## src/rtl/pipe_ctrl.sv

```systemverilog
// Pipeline hazard controller: load-use interlock, data-memory wait and EX redirect.
// Optional sticky data-memory timeout is built only when PIPE_CTRL_TIMEOUT_EN is defined.
module pipe_ctrl #(
  parameter int MAX_MEM_WAIT = 15,
  parameter int STALL_CNT_W  = 16
) (
  input  logic                   clk,
  input  logic                   rst,
  input  logic [4:0]             id_rs1_i,
  input  logic [4:0]             id_rs2_i,
  input  logic                   id_rs1_used_i,
  input  logic                   id_rs2_used_i,
  input  logic [4:0]             ex_rd_i,
  input  logic                   ex_mem_read_i,
  input  logic                   ex_redirect_i,
  input  logic                   imem_ready_i,
  input  logic                   dmem_req_i,
  input  logic                   dmem_ready_i,
  output logic                   pc_stall_o,
  output logic                   if2id_stall_o,
  output logic                   id2ex_stall_o,
  output logic                   ex2mem_stall_o,
  output logic                   if2id_flush_o,
  output logic                   id2ex_flush_o,
  output logic                   mem2wb_flush_o,
  output logic                   timeout_o,
  output logic [STALL_CNT_W-1:0] stall_cnt_o
);

  typedef enum logic [1:0] {RUN = 2'd0, MEM_WAIT = 2'd1, REDIRECT = 2'd2} state_t;

  state_t state, state_nxt;
  logic   load_use, mem_wait;

  assign load_use = ex_mem_read_i && (ex_rd_i != 5'd0) &&
                    (((ex_rd_i == id_rs1_i) && id_rs1_used_i) ||
                     ((ex_rd_i == id_rs2_i) && id_rs2_used_i));
  assign mem_wait = dmem_req_i && !dmem_ready_i;

  always_comb begin
    pc_stall_o     = 1'b0;
    if2id_stall_o  = 1'b0;
    id2ex_stall_o  = 1'b0;
    ex2mem_stall_o = 1'b0;
    if2id_flush_o  = 1'b0;
    id2ex_flush_o  = 1'b0;
    mem2wb_flush_o = 1'b0;
    state_nxt      = RUN;
    if (rst) begin
      if2id_flush_o  = 1'b1;
      id2ex_flush_o  = 1'b1;
      mem2wb_flush_o = 1'b1;
    end else begin
      case (state)
        RUN: begin
          state_nxt = RUN;
          // Memory wait wins; EX is held, so a masked redirect/load-use re-fires later.
          if (mem_wait) begin
            {pc_stall_o, if2id_stall_o, id2ex_stall_o, ex2mem_stall_o} = 4'hF;
            mem2wb_flush_o = 1'b1;
            state_nxt      = MEM_WAIT;
          end else if (ex_redirect_i) begin
            if2id_flush_o = 1'b1;
            id2ex_flush_o = 1'b1;
            if (!imem_ready_i) state_nxt = REDIRECT;
          end else if (load_use) begin
            pc_stall_o    = 1'b1;
            if2id_stall_o = 1'b1;
            id2ex_flush_o = 1'b1;
          end
        end
        MEM_WAIT: begin
          if (!dmem_ready_i) begin
            {pc_stall_o, if2id_stall_o, id2ex_stall_o, ex2mem_stall_o} = 4'hF;
            mem2wb_flush_o = 1'b1;
            state_nxt      = MEM_WAIT;
          end
        end
        REDIRECT: begin
          if2id_flush_o = 1'b1;
          state_nxt     = imem_ready_i ? RUN : REDIRECT;
        end
        default: state_nxt = RUN;
      endcase
    end
  end

  always_ff @(posedge clk or posedge rst) begin
    if (rst) state <= RUN;
    else     state <= state_nxt;
  end

  always_ff @(posedge clk or posedge rst) begin
    if (rst)                                    stall_cnt_o <= '0;
    else if (pc_stall_o && (stall_cnt_o != '1)) stall_cnt_o <= stall_cnt_o + STALL_CNT_W'(1);
  end

`ifdef PIPE_CTRL_TIMEOUT_EN
  localparam logic [7:0] MAX_W = 8'(MAX_MEM_WAIT);

  logic [7:0] wait_cnt, wait_nxt;
  logic       timeout_q;

  assign wait_nxt  = (wait_cnt == 8'hFF) ? wait_cnt : wait_cnt + 8'd1;
  assign timeout_o = timeout_q;

  // Counts stalled MEM_WAIT cycles; the flag is sticky until reset.
  always_ff @(posedge clk or posedge rst) begin
    if (rst) begin
      wait_cnt  <= 8'd0;
      timeout_q <= 1'b0;
    end else if ((state == MEM_WAIT) && !dmem_ready_i) begin
      wait_cnt <= wait_nxt;
      if (wait_nxt == MAX_W) timeout_q <= 1'b1;
    end else begin
      wait_cnt <= 8'd0;
    end
  end
`else
  assign timeout_o = 1'b0;
`endif

endmodule

```

## config.mk

```make
export PLATFORM = sky130hd
export DESIGN_NAME = pipe_ctrl
export DESIGN_NICKNAME = d
export VERILOG_FILES = /design/src/rtl/pipe_ctrl.sv
export SDC_FILE = /design/constraint.sdc
export NUM_CORES = 1
export LEC_CHECK = 0
export BUFFER_PORTS_ARGS = -buffer_cell sky130_fd_sc_hd__buf_2
export CAP_MARGIN = 20
export CORE_MARGIN = 2
export CORE_UTILIZATION = 23
export CTS_CLUSTER_SIZE = 14
export DETAILED_ROUTE_END_ITERATION = 8
export PLACE_DENSITY = 0.47
export SLEW_MARGIN = 20
export SYNTH_ARGS = -nofsm -noshare
export SYNTH_HDL_FRONTEND = slang
export SYNTH_SLANG_ARGS = --single-unit
```

## constraint.sdc

```tcl
create_clock -name clk -period 5.2 [get_ports clk]
set_input_delay 0.52 -clock clk [delete_from_list [all_inputs] [get_ports clk]]
set_output_delay 0.52 -clock clk [all_outputs]
set_load 0.01 [all_outputs]
```

==> flow_summary.ini <==
[outcome]
status = finished, final reports clean

[sta]
setup_tns_ns = 0
worst_pin_slew_ns = 0.7832
setup_viol = 0
hold_viol_final = 0
whs_ns = 0.4198
slew_headroom = 0.4773
fin_crit_ns = 2.674
layout_setup_ws_ns = 2.526
finalClockSkew_ns = 0.007754
min_period_over_period = 0.5142
drv_slew = 0
fmaxAchievable_mhz = 374.0
rsz0062_at_grt = false

[global_route]
grt_overflow = 0
grt_pass1_vias = 962
grt_use_met1 = 0.1046
busiest_layer = met2
antenna_found_initial = 0
grt_pass1_wl_um = 4188
grt_max_degree = 22
use_met3 = 0.03388
grtUsageMet2 = 0.1799
grt_use_total = 0.09686

[power]
swShare = 0.3243
power_leakage_nw = 0.7201
p_sw_w = 0.0001375
p_int_w = 0.0002865
comb_power_share = 0.264
powerDensity_nw_per_um2 = 287.2
clkPwrFrac = 0.275
peakVddDrop_mv = 0.1137
seqPwrFrac = 0.461

[placed_design]
portBuffers = 46
place_ws_ns = 2.522
gp_congestion = 0.7584
place_inst = 216
post-dp-hpwl_um = 1955

[route]
dr_total_vias = 977
route.final.wire_length_um = 2548
drtIter0Drc = 40
wire_per_inst_um = 11.58
vias_per_cell = 4.441
dr.pass1.iters = 4
drc = 0
ant_nets = 0

[cts]
clk_path_buf_depth = 2
cts_hold_buf = 0
cts_max_level = 1
cts_setup_buffers = 0
numCtsBuffers = 3
cts_resized = 0
clock_tree.root_cell = clkbuf_8
clock_sinks = 18
clk_latency_ns = 0.26
cts_tree = yes
clk_pin_slew_ns = 0.07

[synth]
ys_ff_latch = 18
synth.distinct_cells = 33
ys_seq_area_frac = 0.3930
synth_area_um2 = 1146
syn_avg_cell_area_um2 = 10.51
synth_warnings = 0
syn-num-nets = 134
synthCells = 109

[setup_path]
crit_top_cell = buf_2
worst-endpoint-required_ns = 4.68
cp_slowest_stage_delay_ns = 0.56
r2r_end = stall_cnt_o[1]
worstPathMaxFanout = 16
r2r-start = stall_cnt_o[0]
r2r_slack_ns = 2.97
arrival_ns = 2.15
critical_path_buf_inv_count = 3
crit_path_end_kind = output pin
crit_chain = buf_2 -> or4_1 -> o21a_1 -> a31oi_4 -> inv_2 -> buf_2
crit_type = in -> out
path_delay_family = compound AO/OA/AOI/OAI gates
reg2reg_depth = 6
critPathLaunchType = input port
slowest_stage = a31oi_4

[final_layout]
final_cell_mix = buf_2, dfrtp_1, xor2_1
final_nets = 179
syn_to_final_growth_pct = 28.82
drive_gt1_frac = 0.4314
stdcell_count = 220
final_common_cell = buf_2
antenna_cells = 0

[floorplan]
die_h_um = 74.59
core-area_um2 = 4755
rows = 25
dieArea_um2 = 5564
die_x_um = 74.59
start_util = 0.2411
io_pins = 48

[job]
maxCapViolCount = 0

[worst_hold_path]
min_path_cells = 2
min_to = state[1]
hold_path.class = in -> reg
hold_start = imem_ready_i
## per-layer routing
layer	vias to the layer above	wire length, um
met5	-	0
met4	0	15
met3	2	198
met2	42	1241
met1	459	1092
li1	474	-
## kinds of logic (layout without fill, tap and decap cells)
| kind of cell | count (synthesis) | count (layout) | synth area share |
|---|---|---|---|
| xor gates and xnor gates | 25 | 25 | 0.1910 |
| other | 1 | 1 | 0.003272 |
| adders and majority gates | 1 | 1 | 0.01092 |
| and+or+nand+nor | 48 | 48 | 0.2838 |
| AOI/OAI and AO/OA | 7 | 7 | 0.05895 |
| DFF | 18 | 18 | 0.3930 |
| buffers and inverters | 8 | 52 | 0.04584 |
| muxes | 1 | 1 | 0.01310 |
## worst max-delay path by stage
stage	startpoint	to	slack [ns]	cells after the start
2_1_floorplan	ex_rd_i[1]	pc_stall_o	2.80	6
3_3_place_gp	ex_rd_i[1]	pc_stall_o	2.53	6
3_5_place_dp	ex_rd_i[1]	pc_stall_o	2.52	6
4_1_cts	ex_rd_i[1]	pc_stall_o	2.52	6
5_1_grt	ex_rd_i[1]	if2id_stall_o	2.43	6
6_report	ex_rd_i[1]	pc_stall_o	2.53	6
## power by group through the flow
stage | registers (W) | logic, W | clock network [W]
2_1_floorplan | 0.000204 | 0.0000577 | 0
3_3_place_gp | 0.000197 | 0.000112 | 0
3_5_place_dp | 0.000198 | 0.000113 | 0
4_1_cts | 0.000196 | 0.000114 | 0.000120
5_1_grt | 0.000200 | 0.000125 | 0.000126
6_report | 0.000196 | 0.000112 | 0.000116
## cell usage after synthesis, drive strengths merged
cell type / number / area (um^2)
and4: 1 / 8.760
ha: 1 / 12.51
nor4: 9 / 68.81
buf: 5 / 41.29
a31oi: 1 / 21.27
o21ai: 1 / 5.000
or4: 1 / 7.510
o31ai: 1 / 7.510
and3: 2 / 12.51
clkbuf: 1 / 3.750
a21oi: 1 / 5.000
nand2: 7 / 26.28
nand3: 6 / 30.03
mux2: 1 / 15.01
nor2b: 2 / 12.51
nor4b: 1 / 8.760
o21a: 1 / 7.510
dfrtp: 18 / 450.4
xnor2: 10 / 87.58
conb: 1 / 3.750
o41ai: 1 / 8.760
or3: 1 / 6.260
nand4: 5 / 31.28
o22ai: 1 / 12.51
xor2: 15 / 131.4
nor3: 7 / 70.07
nor3b: 2 / 25.02
inv: 2 / 7.500
nor2: 4 / 17.52
## per-stage QoR
stage | cell area, um^2 | power (W) | util
floorplan | 1146 | 0.0002616 | -
global placement | 1415 | 0.0003088 | 0.2976
detailed placement | 1415 | 0.0003114 | 0.2976
CTS | 1470 | 0.0004296 | 0.3092
global route | 1476 | 0.0004511 | 0.3105
finish | 1476 | 0.0004240 | 0.3105
## state kept, by name, summed over array words and instances, names as in the netlist
name,cells
stall_cnt_o,16
state,2
## area by class of cell
type,instances,area [um^2]
clock buffer,4,55.05
fill,516,3278
inverter,2,7.507
multi-input combinational,83,649.4
sequential,18,450.4
tap,67,83.83
timing repair buffer,46,230.2
No activity file was read; power rests on OpenSTA's default activity.
